--- config.mk ---
export PLATFORM = sky130hd
export DESIGN_NAME = time_adjust_ctrl
export DESIGN_NICKNAME = d
export VERILOG_FILES = /design/src/rtl/time_adjust_ctrl.sv
export SDC_FILE = /design/constraint.sdc
export NUM_CORES = 1
export LEC_CHECK = 0
export BUFFER_PORTS_ARGS = -buffer_cell sky130_fd_sc_hd__clkbuf_2
export CORE_MARGIN = 2
export CORE_UTILIZATION = 45
export CTS_CLUSTER_DIAMETER = 80
export DETAILED_ROUTE_END_ITERATION = 8
export PLACE_DENSITY = 0.68
export REMOVE_ABC_BUFFERS = 1
export SLEW_MARGIN = 10
export SYNTH_ARGS = -nofsm -noshare
export SYNTH_HDL_FRONTEND = slang
export SYNTH_HIERARCHICAL = 1
export SYNTH_SLANG_ARGS = --single-unit
--- constraint.sdc ---
create_clock -name clk -period 5.6 [get_ports clk]
set_input_delay 0.56 -clock clk [delete_from_list [all_inputs] [get_ports clk]]
set_output_delay 0.56 -clock clk [all_outputs]
set_load 0.03 [all_outputs]
--- src/rtl/time_adjust_ctrl.sv ---
// Front-panel adjust controller: synchronised/debounced buttons drive a
// RUN / ADJ_H / ADJ_M mode FSM that emits hour/minute step pulses.

module time_adjust_ctrl_btn #(
  parameter int DB_CYCLES = 1_000_000
) (
  input  logic clk,
  input  logic rst,
  input  logic raw,
  output logic lvl
);
  localparam int CW = $clog2(DB_CYCLES + 1);

  logic          s1, s2;
  logic [CW-1:0] cnt;

  // Level flips on the DB_CYCLES-th consecutive disagreeing sample.
  always_ff @(posedge clk or negedge rst) begin
    if (!rst) begin
      s1  <= 1'b0;
      s2  <= 1'b0;
      lvl <= 1'b0;
      cnt <= '0;
    end else begin
      s1 <= raw;
      s2 <= s1;
      if (s2 == lvl) begin
        cnt <= '0;
      end else if (cnt == CW'(DB_CYCLES - 1)) begin
        lvl <= s2;
        cnt <= '0;
      end else begin
        cnt <= cnt + 1'b1;
      end
    end
  end
endmodule

module time_adjust_ctrl #(
  parameter int DB_CYCLES      = 1_000_000,
  parameter int REPEAT_CYCLES  = 25_000_000,
  parameter int TIMEOUT_CYCLES = 1_000_000_000
) (
  input  logic       clk,
  input  logic       rst,
  input  logic       btnC,
  input  logic       btnL,
  input  logic       btnR,
  input  logic       btnU,
  input  logic       btnD,
  output logic       adjust,
  output logic       ENTH,
  output logic       ENTM,
  output logic       updown,
  output logic [1:0] mode
);
  localparam int NB = 5;
  localparam int B_C = 0, B_L = 1, B_R = 2, B_U = 3, B_D = 4;
  localparam int RW = $clog2(REPEAT_CYCLES + 1);
  localparam int IW = $clog2(TIMEOUT_CYCLES + 1);
  localparam logic [RW-1:0] RPT_LAST = RW'(REPEAT_CYCLES - 1);
  localparam logic [IW-1:0] IDLE_MAX = IW'(TIMEOUT_CYCLES);

  typedef enum logic [1:0] {RUN = 2'b00, ADJ_H = 2'b01, ADJ_M = 2'b10} state_t;

  logic [NB-1:0] raw, lvl, lvl_d, press;
  state_t        state, state_n;
  logic          adjust_q, enth_q, entm_q, updown_q;
  logic          enth_n, entm_n, updown_n;
  logic          rpt_on, rpt_on_n, rpt_dn, rpt_dn_n, rpt_fire, held;
  logic [RW-1:0] rpt_cnt, rpt_cnt_n;
  logic [IW-1:0] idle_cnt, idle_n;
  logic          step, step_dn;

  assign raw = {btnD, btnU, btnR, btnL, btnC};

  for (genvar gi = 0; gi < NB; gi++) begin : g_btn
    time_adjust_ctrl_btn #(.DB_CYCLES(DB_CYCLES)) u_btn (
      .clk (clk),
      .rst (rst),
      .raw (raw[gi]),
      .lvl (lvl[gi])
    );
  end

  assign press = lvl & ~lvl_d;
  assign held  = rpt_dn ? lvl[B_D] : lvl[B_U];

  always_comb begin
    state_n   = state;
    enth_n    = 1'b0;
    entm_n    = 1'b0;
    updown_n  = updown_q;
    rpt_on_n  = rpt_on;
    rpt_dn_n  = rpt_dn;
    rpt_cnt_n = rpt_cnt;
    rpt_fire  = 1'b0;
    step      = 1'b0;
    step_dn   = 1'b0;
    idle_n    = (idle_cnt == IDLE_MAX) ? idle_cnt : idle_cnt + 1'b1;

    if (rpt_on) begin
      if (!held) begin
        rpt_on_n  = 1'b0;
        rpt_cnt_n = '0;
      end else if (rpt_cnt == RPT_LAST) begin
        rpt_fire  = 1'b1;
        rpt_cnt_n = '0;
      end else begin
        rpt_cnt_n = rpt_cnt + 1'b1;
      end
    end

    case (state)
      RUN: begin
        idle_n = '0;
        if (press[B_C]) state_n = ADJ_H;
      end
      default: begin
        // Highest-priority press class wins; the rest are dropped this cycle.
        if (press[B_C]) begin
          state_n = RUN;
        end else if (press[B_L] | press[B_R]) begin
          idle_n = '0;
          if (press[B_L] & ~press[B_R])      state_n = ADJ_H;
          else if (press[B_R] & ~press[B_L]) state_n = ADJ_M;
        end else if (press[B_U] | press[B_D]) begin
          idle_n    = '0;
          rpt_cnt_n = '0;
          if (press[B_U] ^ press[B_D]) begin
            step     = 1'b1;
            step_dn  = press[B_D];
            rpt_on_n = 1'b1;
            rpt_dn_n = press[B_D];
          end else begin
            rpt_on_n = 1'b0;
          end
        end else if (rpt_fire) begin
          idle_n  = '0;
          step    = 1'b1;
          step_dn = rpt_dn;
        end else if (idle_cnt == IDLE_MAX) begin
          state_n = RUN;
        end
      end
    endcase

    if (step) begin
      updown_n = step_dn;
      enth_n   = (state == ADJ_H);
      entm_n   = (state == ADJ_M);
    end

    if (state_n != state) begin
      rpt_on_n  = 1'b0;
      rpt_cnt_n = '0;
      idle_n    = '0;
    end
  end

  always_ff @(posedge clk or negedge rst) begin
    if (!rst) begin
      state    <= RUN;
      lvl_d    <= '0;
      adjust_q <= 1'b0;
      enth_q   <= 1'b0;
      entm_q   <= 1'b0;
      updown_q <= 1'b0;
      rpt_on   <= 1'b0;
      rpt_dn   <= 1'b0;
      rpt_cnt  <= '0;
      idle_cnt <= '0;
    end else begin
      state    <= state_n;
      lvl_d    <= lvl;
      adjust_q <= (state_n != RUN);
      enth_q   <= enth_n;
      entm_q   <= entm_n;
      updown_q <= updown_n;
      rpt_on   <= rpt_on_n;
      rpt_dn   <= rpt_dn_n;
      rpt_cnt  <= rpt_cnt_n;
      idle_cnt <= idle_n;
    end
  end

  assign adjust = adjust_q;
  assign ENTH   = enth_q;
  assign ENTM   = entm_q;
  assign updown = updown_q;
  assign mode   = state;
endmodule
== Word-level counts from Yosys, hierarchy flattened ==
Cells that the tools add are included.

* Flip-flop bits (word level): 183
* Bits of input ports: 7
* Output and inout port bits: 6
* Word-level logic and storage cells: 136

* Add/sub/neg operators: 7
* Eq/ne operators: 15
* Multiplexer cells: 59
* Bitwise gates (word level): 17
* Reduce and logical (&&, ||, !) cells: 8

{| class="wikitable"
|+ Operator list
! cell !! count
|-
| $mux W30 || 7
|-
| $mux W20 || 10
|-
| $mux W25 || 8
|-
| $add A20 B1 Y20 const B || 5
|-
| $eq A20 B20 Y1 const B || 5
|-
| $add A30 B1 Y30 const B || 1
|-
| $eq A30 B30 Y1 const B || 1
|-
| $add A25 B1 Y25 const B || 1
|-
| $eq A25 B25 Y1 const B || 1
|-
| $mux W1 || 25
|-
| $mux W2 || 9
|-
| $not A1 Y1 || 10
|-
| $reduce_and A2 Y1 || 5
|-
| $and A5 B5 Y5 || 1
|-
| $eq A1 B1 Y1 || 5
|-
| $not A5 Y5 || 1
|-
| $reduce_and A5 Y1 || 1
|-
| $and A1 B1 Y1 || 2
|-
| $eq A2 B1 Y1 const B || 1
|-
| $eq A2 B2 Y1 const B || 1
|-
| $logic_not A2 Y1 || 1
|-
| $ne A2 B2 Y1 || 1
|-
| $or A1 B1 Y1 || 2
|-
| $reduce_bool A2 Y1 || 1
|-
| $xor A1 B1 Y1 || 1
|}

== Depth between registers and ports, before layout ==
Gate-level depths: netlist of the first run.

* Word-level depth: 11
* Mapped depth: 10
* Gate-level depth less buffers: 8

== Cells and area by module ==
The synthesis of the first run kept the hierarchy.

{| class="wikitable"
|+ Modules (own cells, without submodules)
! module !! times used !! cells each !! area an instance (µm²) !! seq. area each (µm²)
|-
| time_adjust_ctrl_btn (g_btn[0].u_btn ...) || 4 || 108 || 1114.8 || 575.6
|-
| time_adjust_ctrl || 1 || 392 || 3682.3 || 1701.6
|-
| time_adjust_ctrl_btn (g_btn[4].u_btn) || 1 || 107 || 1099.8 || 575.6
|}

== Worst setup path before layout of the first run ==
Ideal clock, no wire load.

* Path type: register to register
* From: register rpt_cnt[0]
* To: register rpt_cnt[18]
* Library setup time: 0.096 ns
* Arrival: 2.397 ns
* Data required time: 5.504 ns
* Slack: 3.108 ns
* Cell stages (with the launch flop): 11
* Buffers on the path: 3
* Period minus slack after synthesis: 2.492 ns
* Cell sequence: dfrtp_1 -> ha_1 -> nand3_2 -> or3_1 -> buf_2 -> o41ai_4 -> o31ai_1 -> or3_1 -> buf_6 -> buf_6 -> a311oi_2

* Longest elaborated chain between the ends: 11
* Elaborated cells on any way between the ends: 19
* Classes of those cells: add/sub (1); eq/ne (2); mux (16)

{| class="wikitable"
|+ Ends and longest elaborated chain
! what !! RTL line !! text
|-
| start, declared || 71 || <nowiki>logic [RW-1:0] rpt_cnt, rpt_cnt_n;</nowiki>
|-
| start signal, assigned || 182 || <nowiki>rpt_cnt <= rpt_cnt_n;</nowiki>
|-
| branches (longest 10 deep; another with $add A25 B1 Y25) || n/a ||
|-
| $mux W25 (*) || 154 || <nowiki>if (state_n != state) begin</nowiki>
|-
| via rpt_cnt_n[18] || 71 ||
|}

Mark *: on every way through the listed nets, which the timed path passes.
A chain may end at the register's enable or synchronous reset.

== Worst setup path in the final report of the first run ==
* From: register idle_cnt[0]
* To: register rpt_cnt[2]

* Longest elaborated chain between the ends: 9

{| class="wikitable"
|+ Ends and longest elaborated chain
! what !! RTL line !! text
|-
| start, declared || 72 || <nowiki>logic [IW-1:0] idle_cnt, idle_n;</nowiki>
|-
| start signal, assigned || 183 || <nowiki>idle_cnt <= idle_n;</nowiki>
|-
| $eq A30 B30 Y1 || 142 || <nowiki>end else if (idle_cnt == IDLE_MAX) begin</nowiki>
|-
| $mux W2 || 142 ||
|-
| $mux W2 || 138 || <nowiki>end else if (rpt_fire) begin</nowiki>
|-
| $mux W2 || 127 || <nowiki>end else if (press[B_U] | press[B_D]) begin</nowiki>
|-
| $mux W2 || 123 || <nowiki>end else if (press[B_L] | press[B_R]) begin</nowiki>
|-
| $mux W2 || 121 || <nowiki>if (press[B_C]) begin</nowiki>
|-
| $mux W2 || 114 || <nowiki>case (state)</nowiki>
|-
| $ne A2 B2 Y1 || 154 ||
|-
| $mux W25 || 154 ||
|-
| via rpt_cnt_n[2] || 71 ||
|}

The timed path passes the listed nets, and every way through them passes these cells.

==> summary.md, run 1 <==
| Metric | Value |
|---|---|
| Syn_area_per_cell | roughly 9.9 um^2 |
| DR WL/cell | about 14 um |
| Pre-CTS WS | approximately 2.3 ns |
| Ranking of synthesized cells by area | dfrtp_1 50%, nor2_1 6.2%, xnor2_1 5.9% |
| GRT Total Usage | approximately 17% |
| Fin crit period | 3.33 ns |
| Yosys warning count | 6 |
| Clock Pin Slew Worst Setup and Hold Paths | roughly 0.070 ns |
| FP Rows | 52 |
| Synth top area share | between 40% and 50% |
| Die Y | between 100 and 150 um |
| CP endpoint kind | flip-flop |
| DR iter-0 viols | around 380 |
| H-tree depth | 4 |
| Core area | roughly 20000 um^2 |
| Reg2reg setup slack | 2.27 ns |
| Main synth FF type | dfrtp_1 |
| RSZ-0062 raised after global routing | false |
| Post-CTS Repair Setup Buffers | 0 |
| Gpl congestion | 0.819 |
| Setup_tns | 0 ns |
| Setup ws final | 2.27 ns |
| Die ar. | about 22000 um^2 |
| Fmax | 0.301 GHz |
| Mapped Cells | a little over 900 |
| Hold-fix buffers at CTS | 0 |
| Drt first pass iters | 6 |
| Endpoints failing setup | 0 |
| Grt total ovfl | 0 |
| Dpl hpwl | between 10 and 15 mm |
| First-pass GRT wire length | around 30 mm |
| DRC | 0 |
| Final Net Count | approximately 960 |
| Clk sinks | ~180 |
| Worst EP arrival | 3.60 ns |
| Initial antenna violation count | 0 |
| CTS tree | yes |
| Layout cell share with drive strength beyond 1 | around 8.7% |
| DR vias | 6596 |
| Die W | 147 um |
| Cells after DPL | 1192 |
| ANT cells | 0 |
| Synth async-reset ratio | 100% |
| Fin Clk Skew | ~0.0096 ns |
| EDFF count, synth | 0 |
| Layout fillers | around 1800 |
| Cts repair resizes | 0 |
| Fin crit share | a little under 60% |
| Netlist cell types | 60 |
| Worst VDD drop | approximately 0.2 mV |
| Critical path required time | approximately 5.9 ns |
| Worst Hold Class | input pin to asynchronous set/reset pin |
| Vias per inst | about 5.4 |
| Register area | ~4600 um^2 |
| Hold Vio Cnt, Final | 0 |
| CTS max path bufs | 2 |
| Leading area contributor after synthesis | dfrtp_1 |
| Finished Layout Cells | 1223 |
| Area Growth Syn to Fin | 9.65% |
| Routed Antenna Nets | 0 |
| Footprint of the multi-input gates | between 4000 and 5000 um^2 |
| WL final | ~17 mm |
| Power per Cell Area | ~260 nW/um^2 |
| Clock root cell | clkbuf_16 |
| Syn Std Cell Area | 9240 um^2 |
| Worst-skew pair later-pin latency | around 0.43 ns |
| CTS buffer count | 17 |
| IO Port Bufs | 12 |
| Leakage power | roughly 4.1 nW |
| Yosys reg bits | between 150 and 200 |
| Outcome | completed |
| Sequential-to-total area share from yosys stat | 49.6% |
| Vias in the first global route | between 6000 and 7000 |
| Crit-path max FO | 25 |
| Final core occ | approximately 50% |
| Startpoint class of the critical path | flip-flop |
| Critical setup path kind | flip-flop to flip-flop |
| Max-cap violations | 0 |
| Relative slew slack | between 30% and 40% |
| Worst hold slack | ~0.13 ns |
| Starting Density | a little under half |
| Largest net degree at the start of global routing | approximately 70 |
| Slew @ Worst Pin | a little under 1 ns |
| Slew Viols, Final | 0 |
| I/O pins | 13 |
## registers in the layout, summed over array words and instances, names as in the netlist
register	flops
mode	2
rpt_on	1
lvl_d	5
g_btn.u_btn/s1	5
idle_cnt	30
ENTH	1
g_btn.u_btn/s2	5
ENTM	1
rpt_cnt	25
g_btn.u_btn/lvl	5
updown	1
g_btn.u_btn/cnt	100
adjust	1
rpt_dn	1
## kinds of logic (layout without fill, tap and decap cells)
group                    after synthesis  count (layout)  share of synthesized area [%]
multiplexers                          18              18                           2.06
AO/OA/AOI/OAI                         94              94                           6.49
adder cells (fa/ha/maj)               10              10                           1.35
flip-flops                           183             183                           49.6
XOR/XNOR                             108             108                           10.2
AND/OR/NAND/NOR                      464             464                           27.5
buffers and inverters                 54              76                           2.83
## power breakdown
| part | internal [mW] | leakage (nW) | total [mW] | switching, mW |
|---|---|---|---|---|
| Combinational | 0.0134 | 1.32 | 0.0573 | 0.0439 |
| Clock | 0.730 | 0.293 | 1.24 | 0.506 |
| Sequential | 1.33 | 2.52 | 1.35 | 0.0113 |
| Total | 2.08 | 4.13 | 2.64 | 0.561 |
## cell type report
cell class / instances / area share [%]
clock buffers: 22 / 4.58
clock inverters: 9 / 1.38
inverters: 28 / 1.04
multi-input cells: 694 / 43.4
flip-flops and latches: 183 / 45.2
well taps: 270 / 3.33
repair buffers: 17 / 1.05
## layer usage
metal,wire length [um],GRT usage (%),up-vias
li1,-,-,3309
met1,8480,23.1,3211
met2,7840,26.7,64
met3,427,4.04,12
met4,165,4.76,0
met5,0,0,-
## stage by stage
stage          area, um^2  total power, mW
6_report            10100             2.64
5_1_grt             10100             2.75
4_1_cts             10100             2.68
3_5_place_dp         9530             1.43
3_3_place_gp         9530             1.43
2_1_floorplan        9080             1.39
## cells in the final DEF (no fill, tap or decap), drive strengths merged, types with 4 or more instances in the layout
cell	count
a311oi	7
nand2b	8
o31ai	5
inv	30
and2	11
a22oi	6
o21ai	30
or4	9
nand3	43
nand2	59
clkbuf	34
mux2i	10
xnor2	62
mux2	8
nor3	24
nor4b	12
nor2	152
nor4	29
buf	5
nor3b	6
xor2	46
nand4	43
ha	10
and4	13
a21oi	36
or3	18
dfrtp	183
and3	18
nand4b	4
## path summary, 6_finish.rpt
check	endpoint	start	cells past startpoint
min in group clk	g_btn[2].u_btn/s1	btnR	1
max in group asynchronous	g_btn[0].u_btn/cnt[0]	rst	2
min	rpt_cnt[19]	rst	1
max reg2reg	rpt_cnt[2]	idle_cnt[0]	8
min reg2reg	g_btn[3].u_btn/s2	g_btn[3].u_btn/s1	0
max	rpt_cnt[2]	idle_cnt[0]	8
## worst max-delay path, stage by stage, from the launching register on
cell     delay [ns]
dfrtp_1        0.44
inv_1          0.08
ha_1           0.13
or4b_1         0.43
nor4_1         0.25
nand4_1        0.35
o31ai_1        0.53
or3_1          0.83
nor2_1         0.12
## Yosys cell counts, types with 12 or more instances
library cell,instances
a21oi_1,36
and3_1,18
and4_1,13
clkbuf_1,12
dfrtp_1,183
inv_1,27
nand2_1,58
nand3_1,42
nand4_1,35
nor2_1,152
nor3_1,24
nor4_1,24
nor4b_1,12
o21ai_0,26
or3_1,17
xnor2_1,62
xor2_1,46
Note: power is estimated with default switching activity, not from simulation.
==> run 2, diff against run 1 <==
- ABC_AREA: default -> 1
- PLACE_DENSITY: 0.68 -> 0.7
- clock period: 5.6 -> 2.9 ns (I/O delays scaled with it)
==> summary.md, run 2 <==
| Metric | Value |
|---|---|
| RSZ-0062 raised after global routing | false |
| Vias per inst | 5.05 (-6.4%) |
| Gpl congestion | 0.878 (+7.3%) |
| Final core occ | 50.0% (-0.22 points) |
| Reg2reg setup slack | 0.32 ns (-1.96 ns) |
| Worst VDD drop | 0.320 mV (+59%) |
| DR WL/cell | 13.1 um (-5.4%) |
| Netlist cell types | 41 (-32%) |
| Clk sinks | 183 (unchanged) |
| Grt total ovfl | 0 (unchanged) |
| Sequential-to-total area share from yosys stat | 40.2% (-9.3 points) |
| Length in cells of the worst reg-to-reg path | 15 (+7) |
| Layout cell share with drive strength beyond 1 | 18.8% (+10 points) |
| Vias in the first global route | 9276 (+42%) |
| Crit-path max FO | 24 (-4.0%) |
| Area Growth Syn to Fin | 10.0% |
| Die Y | 163 um (+11%) |
| Commonest non-fill, non-tap cell in the layout | nor2_1 |
| Biggest register | g_btn.u_btn/cnt |
| Finished Layout Cells | 1818 (+49%) |
| DR iter-0 viols | 556 (+47%) |
| Drt first pass iters | 5 (-1) |
| Ranking of synthesized cells by area | dfrtp_1 40%, nor2_1 8.8%, nand2_1 8.5% |
| Outcome | completed |
| H-tree depth | 4 (unchanged) |
| First-pass GRT wire length | 42.5 mm (+41%) |
| Pint | 4.07 mW (+96%) |
| Synth top area share | 40.2% (-9.3 points) |
| Endpoints failing setup | 0 (unchanged) |
| Syn_area_per_cell | 7.87 um^2 (-21%) |
| Clock power frac | 47.3% (+0.4 points) |
| Largest net degree at the start of global routing | 87 (+23%) |
| Leakage power | 5.32 nW (+29%) |
| Fin Clk Skew | 0.0136 ns (+0.00396 ns) |
| Final Net Count | 1493 (+56%) |
| Fin crit share | 89.1% (+30 points) |
| FP Rows | 58 (+12%) |
| CTS max path bufs | 2 (unchanged) |
| Power per Cell Area | 415 nW/um^2 (+59%) |
| Top Registers | g_btn.u_btn/cnt: 100 flops, idle_cnt: 30 flops, rpt_cnt: 25 flops |
| Critical setup path kind | flip-flop to flip-flop |
| Die W | 163 um (+11%) |
| Initial antenna violation count | 0 (unchanged) |
| ANT cells | 0 (unchanged) |
| Cells after DPL | 1781 (+49%) |
| Combinational share of power | 2.8% (+0.6 points) |
| Worst EP arrival | 2.90 ns (-0.70 ns) |
| Net Switching | 1.13 mW (+100%) |
| Post-DP Area | 11800 um^2 (+24%) |
| CTS buffer count | 17 (unchanged) |
| Setup ws final | 0.316 ns (-1.96 ns) |
| Leading area contributor after synthesis | dfrtp_1 |
| EDFF count, synth | 0 (unchanged) |
| Core area | 25000 um^2 (+24%) |
| Hold_sp | g_btn[1].u_btn/s1 |
| Critical path required time | 3.22 ns (-2.65 ns) |
| Cts repair resizes | 0 (unchanged) |
| Yosys warning count | 6 (unchanged) |
| DRC | 0 (unchanged) |
| WL final | 23.8 mm (+41%) |
| Synth async-reset ratio | 100% (unchanged) |
| CP endpoint kind | flip-flop |
| Post-CTS Repair Setup Buffers | 0 (unchanged) |
| Fin crit period | 2.58 ns (-0.742 ns) |
| Synth top cells by count | 266 x nor2_1, 259 x nand2_1, 183 x dfrtp_1, 146 x inv_1, 111 x nand3_1 |
| Top-count cell post-synth | nor2_1 |
| Dpl hpwl | 17.5 mm (+58%) |
| CTS tree | yes |
| Slew Viols, Final | 0 (unchanged) |
| Yosys reg bits | 183 (unchanged) |
| Starting Density | 45.5% (-0.35 points) |
| DR vias | 9181 (+39%) |
| Pre-CTS WS | 0.351 ns (-1.99 ns) |
| Hold Path End | g_btn[1].u_btn/s2 |
| Syn Std Cell Area | 11400 um^2 (+23%) |
| Hold-fix buffers at CTS | 6 (+6) |
| I/O pins | 13 (unchanged) |
| Net Sw Frac | 21.7% (+0.47 points) |
| Max-cap violations | 0 (unchanged) |
| Commonest non-fill, non-tap cells in the layout | 266 x nor2_1, 259 x nand2_1, 183 x dfrtp_1, 146 x inv_1, 111 x nand3_1 |
| Relative slew slack | 51.8% (+17 points) |
| Fmax | 0.387 GHz (+29%) |
| Clock root cell | clkbuf_16 |
| Worst-skew pair later-pin latency | 0.44 ns (about the same) |
| Hold Vio Cnt, Final | 0 (unchanged) |
| Startpoint class of the critical path | flip-flop |
| Reg2reg start | rpt_cnt[0] |
| Worst reg2reg endpoint | idle_cnt[12] |
| GRT Total Usage | 19.4% (+2.6 points) |
| Worst Hold Class | flip-flop to flip-flop |
| Setup_tns | 0 ns (unchanged) |
| IO Port Bufs | 12 (unchanged) |
| Sequential share of power | 49.9% (-1.1 points) |
| Slew @ Worst Pin | 0.722 ns (-0.256 ns) |
| Main synth FF type | dfrtp_1 |
| Routed Antenna Nets | 0 (unchanged) |
| Non-Filler Cell Area, Final | 12500 um^2 (+24%) |
| Clock Pin Slew Worst Setup and Hold Paths | 0.07 ns (about the same) |
| Number of flip-flops in the largest register | 100 (unchanged) |
| Worst Hold Depth | 0 |
| Die ar. | 26600 um^2 (+23%) |
| Mapped Cells | 1446 (+55%) |
==> run 2: cell count changes after synthesis, sizes merged, moves of 12 or more <==
cell / previous run / this run
a21oi: 36 / 22
and3: 18 / 0
and4: 13 / 0
inv: 27 / 163
nand2: 59 / 317
nand3: 43 / 125
nor2: 152 / 370
nor4: 29 / 6
nor4b: 12 / 0
o21ai: 30 / 51
or3: 18 / 0
xnor2: 62 / 13
==> run 2: kinds of logic after synthesis <==
kind of cell | synth area share, %
adder cells (fa/ha/maj) | 1.10
flip-flops | 40.2
AND/OR/NAND/NOR | 42.2
AO/OA/AOI/OAI | 4.57
buffers and inverters | 6.70
XOR/XNOR | 5.19
==> run 2: per-layer routing <==
| layer | global-route usage [%] | vias up | routed length, um |
|---|---|---|---|
| met2 | 32.0 | 161 | 11200 |
| li1 | - | 4660 | - |
| met1 | 25.9 | 4333 | 11400 |
| met3 | 3.61 | 27 | 831 |
| met4 | 6.11 | 0 | 354 |
| met5 | 0 | - | 0 |
==> run 2: power by group through the flow <==
stage	logic (mW)	registers (mW)	clock network, mW
finish	0.145	2.59	2.46
global route	0.169	2.59	2.66
detailed placement	0.145	2.64	0
global placement	0.142	2.64	0
CTS	0.152	2.59	2.53
floorplan	0.0634	2.64	0
==> run 2: cell type report <==
class	instances	area (um^2)
fill	2401	12500
multi-input combinational	1082	6050
sequential	183	4580
inverter	164	616
clock buffer	18	429
tap	330	413
timing repair buffer	28	241
clock inverter	13	193
==> run 2: worst max-delay path, cell delays in order (launching register included) <==
cell     delay (ns)
dfrtp_1        0.43
ha_1           0.22
nand3_1        0.16
inv_2          0.09
nand2_1        0.06
nor2_2         0.14
nand3_2        0.10
nand3_2        0.09
nand2_1        0.05
nand2_1        0.09
nand3_2        0.10
nand2_1        0.07
nand2_1        0.08
nand2_4        0.39
buf_4          0.31
nor2_1         0.07
==> run 2: worst max-delay path by stage <==
stage / slack [ns] / cells past startpoint / from / end
floorplan: -0.37 / 11 / rpt_on / idle_cnt[0]
global placement: 0.46 / 16 / idle_cnt[0] / idle_cnt[12]
detailed placement: 0.35 / 15 / rpt_cnt[0] / idle_cnt[12]
CTS: 0.32 / 15 / rpt_cnt[0] / idle_cnt[12]
global route: 0.07 / 16 / idle_cnt[0] / idle_cnt[12]
finish: 0.32 / 15 / rpt_cnt[0] / idle_cnt[12]
==> run 2: through the flow <==
step / power (mW) / hold WS (ns)
after global placement: 2.78 / 0.332
after detailed placement: 2.79 / 0.337
after global routing: 5.42 / 0.354
final: 5.19 / 0.350
after CTS: 5.27 / 0.351
after floorplan: 2.70 / -0.00559
==> run 3, diff against run 2 <==
- CELL_PAD_IN_SITES_DETAIL_PLACEMENT: default -> 1
- CELL_PAD_IN_SITES_GLOBAL_PLACEMENT: default -> 2
- CORE_UTILIZATION: 45 -> 35
- PLACE_DENSITY: 0.7 -> 0.84
==> summary.md, run 3 (synthesized netlist as in run 2, its figures left out) <==
| Metric | Value |
|---|---|
| Outcome | completed |
| I/O pins | 13 (unchanged) |
| Routed Antenna Nets | 0 (unchanged) |
| Top Registers | g_btn.u_btn/cnt: 100 flops, idle_cnt: 30 flops, rpt_cnt: 25 flops |
| DR WL/cell | 14.9 um (+14%) |
| Power per Cell Area | 398 nW/um^2 (-4.1%) |
| FP Rows | 66 (+14%) |
| Starting Density | 35.3% (-10 points) |
| Die Y | 184 um (+13%) |
| Final Net Count | 1494 (+0.067%) |
| Clock root cell | clkbuf_16 |
| Clk sinks | 183 (unchanged) |
| RSZ-0062 raised after global routing | false |
| Critical path required time | 3.23 ns (about the same) |
| H-tree depth | 4 (unchanged) |
| Reg2reg setup slack | 0.45 ns (+0.14 ns) |
| DR vias | 9282 (+1.1%) |
| CTS max path bufs | 2 (unchanged) |
| CTS tree | yes |
| Cts repair resizes | 0 (unchanged) |
| Fin crit share | 84.3% (-4.8 points) |
| Non-Filler Cell Area, Final | 12600 um^2 (+0.89%) |
| Post-DP Area | 12000 um^2 (+1.5%) |
| Crit-path max FO | 19 (-21%) |
| Startpoint class of the critical path | flip-flop |
| Layout cell share with drive strength beyond 1 | 18.7% (about the same) |
| Largest net degree at the start of global routing | 59 (-32%) |
| Core area | 32300 um^2 (+29%) |
| Slowest CP cell | dfrtp_1 |
| Critical setup path kind | flip-flop to flip-flop |
| Vias per inst | 4.81 (-4.8%) |
| CP endpoint kind | flip-flop |
| Slew Viols, Final | 0 (unchanged) |
| First-pass GRT wire length | 49.8 mm (+17%) |
| Drt first pass iters | 5 (unchanged) |
| Fin crit period | 2.45 ns (-0.139 ns) |
| WL final | 28.8 mm (+21%) |
| Slew @ Worst Pin | 0.684 ns (-0.0383 ns) |
| Area Growth Syn to Fin | 11.0% |
| IO Port Bufs | 12 (unchanged) |
| ANT cells | 0 (unchanged) |
| Crit path buffers/inverters | 2 (unchanged) |
| DR iter-0 viols | 396 (-29%) |
| Commonest non-fill, non-tap cell in the layout | nor2_1 |
| Crit path largest cell delay | 0.43 ns (about the same) |
| Dpl hpwl | 21.5 mm (+23%) |
| Number of flip-flops in the largest register | 100 (unchanged) |
| CP dominant cell by count | nand2_1 |
| Max-cap violations | 0 (unchanged) |
| Die W | 184 um (+13%) |
| Pre-CTS WS | 0.457 ns (+0.107 ns) |
| Worst EP arrival | 2.77 ns (-0.13 ns) |
| Biggest register | g_btn.u_btn/cnt |
| GRT Total Usage | 18.1% (-1.2 points) |
| DRC | 0 (unchanged) |
| Commonest non-fill, non-tap cells in the layout | 266 x nor2_1, 259 x nand2_1, 183 x dfrtp_1, 146 x inv_1, 111 x nand3_1 |
| CTS buffer count | 17 (unchanged) |
| CP cell instances | ha_1 -> nand3_1 -> inv_2 -> nand2_1 -> nor2_2 -> nand3_2 -> nand3_2 -> nand2_1 -> nand2_1 -> nand3_2 -> nand2_1 -> nand2_1 -> nand2_4 -> buf_12 -> nor2_1 |
| Vias in the first global route | 9790 (+5.5%) |
| Setup ws final | 0.455 ns (+0.139 ns) |
| Clock Pin Slew Worst Setup and Hold Paths | 0.07 ns (about the same) |
| Grt total ovfl | 0 (unchanged) |
| Worst Hold Class | flip-flop to flip-flop |
| Hold Vio Cnt, Final | 0 (unchanged) |
| Leakage power | 5.29 nW (-0.51%) |
| Worst VDD drop | 0.414 mV (+29%) |
| Gpl congestion | 0.807 (-8.1%) |
| Fin Clk Skew | 0.0127 ns (-0.000828 ns) |
| Top cell family by delay on the critical path | simple AND/OR/NAND/NOR gates |
| Initial antenna violation count | 0 (unchanged) |
| Die ar. | 34000 um^2 (+28%) |
| Endpoints failing setup | 0 (unchanged) |
| Worst-skew pair later-pin latency | 0.45 ns (about the same) |
| Fmax | 0.409 GHz (+5.7%) |
| Relative slew slack | 54.2% (+2.4 points) |
[run 3: through the flow]
step	TNS (ns)	hold slack [ns]	util [%]	std cells	power (mW)
finish	0	0.358	39.1	1931	5.03
global route	0	0.366	39.1	1931	5.25
CTS	0	0.360	39.1	1931	5.13
detailed placement	0	0.305	37.2	1894	2.80
global placement	0	0.300	37.2	1894	2.79
floorplan	-15.04	-0.00559	-	1429	2.70
[run 3: per-layer routing]
layer / global-route usage (%) / wire [um]
met1: 24.0 / 13900
met2: 31.3 / 14200
met3: 2.98 / 412
met4: 3.55 / 246
met5: 0 / 0
[run 3: layout make-up]
class | count | area (um^2)
fillers | 3919 | 19700
clock inverters | 10 | 100
clock buffers | 21 | 460
flip-flops and latches | 183 | 4580
inverters | 164 | 616
multi-input cells | 1082 | 6050
repair buffers | 29 | 274
well taps | 442 | 553
[run 3: path summary, 6_finish.rpt]
check                                   endpoint              start  cells after the start
setup / recovery                     rpt_cnt[24]         rpt_cnt[0]                     15
hold / removal                 g_btn[2].u_btn/s2  g_btn[2].u_btn/s1                      0
setup reg to reg                     rpt_cnt[24]         rpt_cnt[0]                     15
hold reg to reg                g_btn[2].u_btn/s2  g_btn[2].u_btn/s1                      0
max in group asynchronous  g_btn[4].u_btn/cnt[9]                rst                      3
min in group asynchronous           idle_cnt[14]                rst                      2
[run 3: timing repair]
item	4_1_cts	5_1_grt
hold buffers	6	0
buffers inserted	0	0
hold endpoints to repair	60	0
[run 3: where the power goes]
group | leakage [nW] | internal, mW | total (mW) | switching, mW
logic | 2.51 | 0.0401 | 0.153 | 0.113
clock network | 0.261 | 1.23 | 2.28 | 1.05
registers | 2.52 | 2.57 | 2.59 | 0.0184
total | 5.29 | 3.84 | 5.03 | 1.18
